==> config.mk <==
export PLATFORM = sky130hd
export DESIGN_NAME = image_streamer
export DESIGN_NICKNAME = d
export VERILOG_FILES = /design/src/rtl/image_streamer_pkg.sv /design/src/rtl/image_buffer_ram.sv /design/src/rtl/image_streamer.sv
export SDC_FILE = /design/constraint.sdc
export NUM_CORES = 1
export LEC_CHECK = 0
export CAP_MARGIN = 10
export CORE_ASPECT_RATIO = 0.9
export CORE_UTILIZATION = 40
export CTS_CLUSTER_DIAMETER = 100
export DETAILED_ROUTE_END_ITERATION = 10
export PLACE_DENSITY = 0.54
export RECOVER_POWER = 25
export SLEW_MARGIN = 20
export SYNTH_ARGS = -nofsm -noshare
export SYNTH_HDL_FRONTEND = slang
export SYNTH_SLANG_ARGS = --single-unit
==> constraint.sdc <==
create_clock -name clk -period 2.4 [get_ports clk]
set_clock_uncertainty 0.1 [all_clocks]
set_input_delay 0.36 -clock clk [delete_from_list [all_inputs] [get_ports clk]]
set_output_delay 0.36 -clock clk [all_outputs]
set_load 0.01 [all_outputs]
==> src/rtl/image_streamer_pkg.sv <==
// Shared types and helpers for the CNN image path.
// Holds the default pixel width, the buffer address-width helper and the streamer FSM encoding.
package image_streamer_pkg;

   localparam int PIX_W_DEF = 8;

   typedef enum logic [1:0] {
      IDLE   = 2'd0,
      STREAM = 2'd1,
      DONE   = 2'd2
   } state_t;

   // Address width for a w x h frame buffer held in raster order.
   function automatic int addr_w(input int w, input int h);
      return (w * h > 1) ? $clog2(w * h) : 1;
   endfunction

endpackage

==> src/rtl/image_buffer_ram.sv <==
// DEPTH x WIDTH frame buffer: synchronous write, asynchronous read.
// Ports: clk, we/waddr/wdata write port (out-of-range addresses ignored), raddr/rdata read port.
module image_buffer_ram #(
   parameter int DEPTH = 25,
   parameter int WIDTH = 8,
   parameter int AW    = $clog2(DEPTH)
) (
   input  logic             clk,
   input  logic             we,
   input  logic [AW-1:0]    waddr,
   input  logic [WIDTH-1:0] wdata,
   input  logic [AW-1:0]    raddr,
   output logic [WIDTH-1:0] rdata
);

   logic [WIDTH-1:0] mem [DEPTH];

   // Contents are deliberately not reset; a frame survives a reset.
   always_ff @(posedge clk) begin
      if (we && ({1'b0, waddr} < (AW+1)'(DEPTH)))
         mem[waddr] <= wdata;
   end

   assign rdata = mem[raddr];

endmodule

==> src/rtl/image_streamer.sv <==
// Replays a buffered IMG_W x IMG_H frame as a raster pixel stream with frame markers.
// Ports: clk, rst (async, active-low), wr_en/wr_addr/wr_data host write, start, stall;
// pixel_out, pix_valid, sof, eol, eof, busy, done (all registered).
module image_streamer
   import image_streamer_pkg::*;
#(
   parameter int IMG_W = 5,
   parameter int IMG_H = 5,
   parameter int PIX_W = PIX_W_DEF,
   localparam int N    = IMG_W * IMG_H,
   localparam int AW   = addr_w(IMG_W, IMG_H)
) (
   input  logic             clk,
   input  logic             rst,
   input  logic             wr_en,
   input  logic [AW-1:0]    wr_addr,
   input  logic [PIX_W-1:0] wr_data,
   input  logic             start,
   input  logic             stall,
   output logic [PIX_W-1:0] pixel_out,
   output logic             pix_valid,
   output logic             sof,
   output logic             eol,
   output logic             eof,
   output logic             busy,
   output logic             done
);

   localparam int CW = $clog2(IMG_W);
   localparam int RW = $clog2(IMG_H);

   state_t           state;
   logic [AW-1:0]    ptr;
   logic [CW-1:0]    col;
   logic [RW-1:0]    row;
   logic [PIX_W-1:0] rd_data;
   logic             last_pix;
   logic             last_col;

   assign last_pix = (ptr == AW'(N - 1));
   assign last_col = (col == CW'(IMG_W - 1));

   // The host may not overwrite the frame while it is being replayed.
   image_buffer_ram #(
      .DEPTH (N),
      .WIDTH (PIX_W),
      .AW    (AW)
   ) u_buf (
      .clk   (clk),
      .we    (wr_en && (state != STREAM)),
      .waddr (wr_addr),
      .wdata (wr_data),
      .raddr (ptr),
      .rdata (rd_data)
   );

   always_ff @(posedge clk or negedge rst) begin
      if (!rst) begin
         state     <= IDLE;
         ptr       <= '0;
         col       <= '0;
         row       <= '0;
         pixel_out <= '0;
         pix_valid <= 1'b0;
         sof       <= 1'b0;
         eol       <= 1'b0;
         eof       <= 1'b0;
         busy      <= 1'b0;
         done      <= 1'b0;
      end else begin
         pix_valid <= 1'b0;
         sof       <= 1'b0;
         eol       <= 1'b0;
         eof       <= 1'b0;
         done      <= 1'b0;
         case (state)
            IDLE: begin
               if (start) begin
                  state <= STREAM;
                  busy  <= 1'b1;
                  ptr   <= '0;
                  col   <= '0;
                  row   <= '0;
               end
            end
            STREAM: begin
               if (!stall) begin
                  pixel_out <= rd_data;
                  pix_valid <= 1'b1;
                  sof       <= (ptr == '0);
                  eol       <= last_col;
                  eof       <= last_pix;
                  if (last_pix) begin
                     // Counters park at zero so a back-to-back frame starts clean.
                     state <= DONE;
                     ptr   <= '0;
                     col   <= '0;
                     row   <= '0;
                  end else begin
                     ptr <= ptr + 1'b1;
                     if (last_col) begin
                        col <= '0;
                        row <= row + 1'b1;
                     end else begin
                        col <= col + 1'b1;
                     end
                  end
               end
            end
            DONE: begin
               // busy covers the eof cycle; it drops with the done pulse
               // unless the next frame is already requested.
               done <= 1'b1;
               if (start) begin
                  state <= STREAM;
               end else begin
                  state <= IDLE;
                  busy  <= 1'b0;
               end
            end
            default: begin
               state <= IDLE;
               busy  <= 1'b0;
            end
         endcase
      end
   end

endmodule

==> impl_metrics.json, run 1 <==
{
  "status": "finished clean",
  "antenna_found_initial": 0,
  "min_period_ps": 2230,
  "ff2ff_path_depth": 6,
  "grt_max_degree": 27,
  "post-dp-hpwl_um": 13500,
  "crit_path_cell_trace": "buf_8 -> mux4_2 -> mux2i_1 -> mux2i_1 -> nor3_1 -> a221oi_2",
  "yosysSeqAreaShare": 0.737,
  "synthMuxAreaShare": 0.125,
  "grtUsageTotal": 0.183,
  "cts_buffers": 23,
  "avgViaCountPerCell": 5.36,
  "critPathKind": "register to register",
  "power.leakage_nw": 3.65,
  "slowest_stage": "dfrtp_4",
  "hold_buffers": 0,
  "min_path_cells": 1,
  "rsz0062_at_grt": "no",
  "cp_max_fo": 12,
  "synth.avg_cell_area_um2": 17.4,
  "finalNetCount": 628,
  "powerDensity_nw_per_um2": 1050,
  "hold_end": "pixel_out[0]$_DFFE_PN0P_",
  "syn_inst": 516,
  "path_clk_slew_ps": 60,
  "start_util": 0.411,
  "yosysTopAreaCellShare": 0.670,
  "min_period_over_period": 0.930,
  "critPathMostFrequentCell": "mux2i_1",
  "max_freq_mhz": 448,
  "drt_first_pass_iters": 5,
  "cts_max_level": 1,
  "antenna_cells": 0,
  "setup_tns_ps": 0,
  "r2r_setup_slack_ps": 170,
  "row_count": 51,
  "crit_family": "multiplexers",
  "relSlewSlack": 0.101,
  "yosysUniqueCellTypes": 50,
  "grt_pass1_vias": 4851,
  "startpoint_type": "register",
  "setup_viol": 0,
  "num_vias": 4872,
  "cp.arrival_ps": 2490,
  "end_kind": "register",
  "fp.dieH_um": 144,
  "grt_overflow": 0,
  "synth_edf_count": 200,
  "hold_class": "register to register",
  "rr_endpoint": "pixel_out[3]$_DFFE_PN0P_",
  "drive_gt1_frac": 0.176,
  "synth_area_um2": 8970,
  "grt_first_pass_wirelength_um": 30600,
  "synth_top_area_cell": "edfxtp_1",
  "synth-simple-area-share": 0.0529,
  "crit_path_max_incr_delay_ps": 620,
  "synth_xor_area_frac": 0.00293,
  "synthAdderAreaFrac": 0.00670,
  "synth_seq_cells": 224,
  "portBuffers": 31,
  "fp.dieW_um": 160,
  "drt-total-wl_um": 20700,
  "synth_async_sr_flop_share": 0.107,
  "cts.sinks": 224,
  "clkLatencyLatePin_ps": 510,
  "maxCapViolCount": 0,
  "synth_nets": 538,
  "crit_required_ps": 2660,
  "slew_viol_final": 0,
  "core_um2": 21800,
  "synth_area_leaders": "edfxtp_1 67%, dfrtp_1 6.7%, mux2i_1 6.7%, mux4_2 4.8%, a22oi_1 1.8%",
  "vdd_ir_drop_max_mv": 0.548,
  "areaGrowthSynthToFinish_pct": 17.8,
  "ioPinCount": 32,
  "ant_nets": 0,
  "synth_top_family_by_area": "multiplexers",
  "tightest_slew_ps": 1350,
  "gp_congestion": 0.831,
  "die_area_um2": 23000,
  "layout_commonest_cell": "edfxtp_1",
  "drc_errors": 0,
  "layout_common_cells": "200 x edfxtp_1, 60 x mux2i_1, 49 x buf_4",
  "cts-root-buf": "clkbuf_16",
  "r2r-start": "ptr[0]$_DFFE_PN0P_",
  "drt_iter0_drc": 349,
  "hp-start": "pixel_out[0]$_DFFE_PN0P_",
  "wl_per_cell_um": 22.8,
  "synth-compound-area-share": 0.0513,
  "cts_tree": "done",
  "hold_violations": 0,
  "cp_num_buf_inv": 1,
  "ys.flop_type": "edfxtp_1",
  "hold_ws_ps": 398,
  "yosysWarningCount": 0,
  "clockBufferDepth": 3
}
[Yosys cell counts (2+ instances only)]
cell,n
a211oi_2,2
a21oi_1,13
a22oi_1,22
a31oi_1,6
and2_1,2
buf_12,3
buf_2,6
buf_4,4
buf_6,4
clkbuf_1,6
dfrtp_1,24
edfxtp_1,200
ha_1,4
inv_1,5
inv_2,3
mux2i_1,60
mux4_1,3
mux4_2,19
nand2_1,24
nand2b_1,3
nand3_1,14
nand3b_1,3
nand4_1,2
nor2_1,38
nor2b_1,3
nor3_1,3
o21ai_0,7
o21ai_1,5
o22a_1,5
or3b_2,2
xor2_1,2
[how the worst max path moves through the flow]
| stage | from | endpoint | slack (ps) | depth (start not counted) |
|---|---|---|---|---|
| 2_1_floorplan | ptr[1]$_DFFE_PN0P_ | ptr[0]$_DFFE_PN0P_ | 340 | 8 |
| 3_3_place_gp | wr_addr[4] | u_buf.mem[14][7]$_DFFE_PP_ | 50 | 5 |
| 3_5_place_dp | wr_addr[4] | u_buf.mem[15][5]$_DFFE_PP_ | 30 | 5 |
| 4_1_cts | ptr[0]$_DFFE_PN0P_ | pixel_out[1]$_DFFE_PN0P_ | 70 | 5 |
| 5_1_grt | ptr[0]$_DFFE_PN0P_ | ptr[2]$_DFFE_PN0P_ | 60 | 7 |
| 6_report | ptr[0]$_DFFE_PN0P_ | pixel_out[3]$_DFFE_PN0P_ | 170 | 6 |
[cell families (layout without fill, tap and decap cells)]
group	count (synthesis)	in the layout
DFF	224	224
and+or+nand+nor	102	102
muxes	83	83
AOI/OAI and AO/OA	67	67
buffers and inverters	32	134
adders and majority gates	5	5
xor gates and xnor gates	3	3
[report_power, final]
part	total [mW]	switching, mW	internal, mW
sequential	4.71	0.289	4.42
combinational	3.18	1.70	1.48
clock	3.21	1.36	1.85
[layer usage]
layer | vias to the layer above | track usage | part of all wire
li1 | 2202 | - | -
met1 | 2503 | 0.256 | 0.46
met2 | 142 | 0.297 | 0.48
met3 | 25 | 0.0350 | 0.051
met4 | 0 | 0.0421 | 0.018
met5 | - | 0 | 0
[flip-flops by register name, indices dropped and copies added, names as in the netlist, 2 cells and up]
| name | count |
|---|---|
| col | 3 |
| ptr | 5 |
| u_buf.mem | 200 |
| pixel_out | 8 |
| state | 2 |
[through the flow]
| stage | std cells | power (mW) | setup slack [ps] | utilization | cell area (µm²) |
|---|---|---|---|---|---|
| final | 909 | 11.1 | 167 | 0.484 | 10600 |
| after global routing | 909 | 11.6 | 60.5 | 0.484 | 10600 |
| after CTS | 908 | 11.1 | 72.4 | 0.484 | 10600 |
| after detailed placement | 871 | 7.92 | 25.8 | 0.454 | 9910 |
| after global placement | 871 | 7.89 | 46.2 | 0.454 | 9910 |
| after floorplan | 516 | 6.82 | 335 | - | 8970 |
[cell type report]
| type | count | area, µm² |
|---|---|---|
| clock inverters | 9 | 67.6 |
| fillers | 1878 | 11300 |
| clock buffers | 28 | 594 |
| well taps | 291 | 364 |
| flip-flops and latches | 224 | 6610 |
| inverters | 8 | 30.0 |
| repair buffers | 89 | 756 |
| multi-input cells | 260 | 2140 |
[what timing repair did]
item,CTS,global route
setup endpoints to repair,0,1
resized for setup,0,0
buffers inserted,0,1
Note: power is estimated with default switching activity, not from simulation.
==> run 2, diff against run 1 <==
--- a/config.mk
+++ b/config.mk
@@ -7,10 +7,11 @@
 export LEC_CHECK = 0
 export CAP_MARGIN = 10
 export CORE_ASPECT_RATIO = 0.9
-export CORE_UTILIZATION = 40
+export CORE_MARGIN = 2
+export CORE_UTILIZATION = 60
 export CTS_CLUSTER_DIAMETER = 100
 export DETAILED_ROUTE_END_ITERATION = 10
-export PLACE_DENSITY = 0.54
+export PLACE_DENSITY = 0.76
 export RECOVER_POWER = 25
 export SLEW_MARGIN = 20
 export SYNTH_ARGS = -nofsm -noshare
==> run 2 against run 1 <==
  * Non-clock buffer count is 3 lower
  * Worst hold slack worse by 270 ps
  * Utilization grew 23 points
  * Largest power group unchanged
  * Highest routed layer unchanged
==> impl_metrics.json, run 2 (synthesis gave the netlist of run 1 again) <==
{
  "status": "finished clean",
  "ioPinCount": 32,
  "clockBufferDepth": 3,
  "areaGrowthSynthToFinish_pct": 16.8,
  "hold_class": "primary input to asynchronous set/reset pin",
  "critPathKind": "register to register",
  "drt_first_pass_iters": 5,
  "reg_top3": "u_buf.mem x200, pixel_out x8, ptr x5",
  "fin_total_pwr_mw": 11.3,
  "post_cts_buffers": 0,
  "vdd_ir_drop_max_mv": 0.611,
  "die_area_um2": 15900,
  "min_period_over_period": 0.968,
  "layout_common_cells": "200 x edfxtp_1, 60 x mux2i_1, 47 x buf_4",
  "grt_max_degree": 27,
  "fp.dieW_um": 133,
  "p_sw_frac": 0.291,
  "cts.repair.resized": 0,
  "hold_violations": 0,
  "power.leakage_nw": 3.66,
  "core_um2": 14700,
  "antenna_found_initial": 0,
  "cp_num_buf_inv": 1,
  "drive_gt1_frac": 0.170,
  "hold_buffers": 0,
  "crit_path_max_incr_delay_ps": 740,
  "share_comb_of_total_power": 0.263,
  "relSlewSlack": 0.139,
  "switching_power_mw": 3.27,
  "layout_commonest_cell": "edfxtp_1",
  "fp.dieH_um": 120,
  "grtUsageTotal": 0.249,
  "avgViaCountPerCell": 6.16,
  "max_freq_mhz": 430,
  "p_int_mw": 8.00,
  "clockPowerShare": 0.314,
  "setup_viol": 0,
  "drt_iter0_drc": 436,
  "antenna_cells": 0,
  "grt_pass1_vias": 5124,
  "slowest_stage": "dfrtp_4",
  "cts.sinks": 224,
  "finalNetCount": 624,
  "slew_viol_final": 0,
  "wl_per_cell_um": 23.6,
  "p_seq_frac": 0.423,
  "cts_max_level": 1,
  "drt-total-wl_um": 19300,
  "pre_cts_ws_ps": 117,
  "cp.arrival_ps": 2660,
  "largest_register_ff_count": 200,
  "cts_buffers": 22,
  "portBuffers": 31,
  "finalWorstSetupSlack_ps": 76.9,
  "powerDensity_nw_per_um2": 1080,
  "cts_tree": "done",
  "grt_overflow": 0,
  "crit_path_cell_trace": "buf_4 -> mux2i_1 -> a22oi_1 -> nand3_1 -> a21oi_1 -> o22a_1",
  "crit_family": "compound AO/OA/AOI/OAI gates",
  "startpoint_type": "register",
  "min_period_ps": 2320,
  "grt_first_pass_wirelength_um": 29400,
  "gp_congestion": 0.856,
  "num_vias": 5018,
  "row_count": 42,
  "start_util": 0.612,
  "rsz0062_at_grt": "no",
  "maxCapViolCount": 0,
  "n_fill_cell": 903,
  "setup_tns_ps": 0,
  "crit_required_ps": 2740,
  "post-dp-hpwl_um": 12300,
  "cp_max_fo": 26,
  "cts-root-buf": "clkbuf_16",
  "tightest_slew_ps": 1290,
  "clkLatencyLatePin_ps": 510,
  "end_kind": "register",
  "path_clk_slew_ps": 60,
  "top_register": "u_buf.mem",
  "drc_errors": 0,
  "ant_nets": 0
}
-- run 2: through the flow --
stage / hold WS [ps] / cell area [µm²] / util / instances
finish: 125 / 10500 / 0.715 / 815
global placement: 383 / 9760 / 0.666 / 776
floorplan: -35.6 / 8970 / - / 516
detailed placement: 398 / 9760 / 0.666 / 776
global route: 130 / 10500 / 0.715 / 815
CTS: 53.4 / 10500 / 0.716 / 815
-- run 2: final timing paths --
path                                               start                  endpoint  slack (ps)  cells past startpoint
worst min register to register  pixel_out[0]$_DFFE_PN0P_  pixel_out[0]$_DFFE_PN0P_         410                      1
worst max-delay path                  ptr[0]$_DFFE_PN0P_  pixel_out[7]$_DFFE_PN0P_          80                      6
worst max register to register        ptr[0]$_DFFE_PN0P_  pixel_out[7]$_DFFE_PN0P_          80                      6
max in group asynchronous                            rst        ptr[0]$_DFFE_PN0P_         740                      2
min in group clk                pixel_out[0]$_DFFE_PN0P_  pixel_out[0]$_DFFE_PN0P_         410                      1
worst min-delay path                                 rst  pixel_out[0]$_DFFE_PN0P_         130                      1
-- run 2: layer usage --
| metal | track usage | routed length (µm) | vias to the layer above |
|---|---|---|---|
| li1 | - | - | 2205 |
| met1 | 0.334 | 7910 | 2550 |
| met2 | 0.417 | 9520 | 212 |
| met3 | 0.0384 | 1150 | 51 |
| met4 | 0.100 | 686 | 0 |
| met5 | 0 | 0 | - |
-- run 2: power by group through the flow --
stage	Clock, mW	Combinational [mW]	Sequential [mW]
5_1_grt	3.69	3.17	4.79
6_report	3.54	2.96	4.77
3_5_place_dp	0	2.93	4.84
2_1_floorplan	0	2.19	4.63
3_3_place_gp	0	2.86	4.83
4_1_cts	3.57	2.97	4.76
-- run 2: area by class of cell --
cell class | count | area (µm²) | share of cell area
clock buffers | 28 | 594 | 0.0567
clock inverters | 11 | 146 | 0.0140
inverters | 8 | 30.0 | 0.00287
multi-input cells | 260 | 2140 | 0.204
flip-flops and latches | 224 | 6610 | 0.631
well taps | 198 | 248 | 0.0236
repair buffers | 86 | 709 | 0.0677
-- run 2: worst register-to-register path, stage by stage (launching register included) --
cell and delay, ps:
dfrtp_4 740, buf_4 360, mux2i_1 110, a22oi_1 280
nand3_1 170, a21oi_1 290, o22a_1 200
==> run 3, diff against run 2 <==
--- a/config.mk
+++ b/config.mk
@@ -13,7 +13,6 @@
 export DETAILED_ROUTE_END_ITERATION = 10
 export PLACE_DENSITY = 0.76
 export RECOVER_POWER = 25
-export SLEW_MARGIN = 20
 export SYNTH_ARGS = -nofsm -noshare
 export SYNTH_HDL_FRONTEND = slang
 export SYNTH_SLANG_ARGS = --single-unit
==> results of run 3 <==
No change in the layout: final DEF, timing and power equal those of run 2.
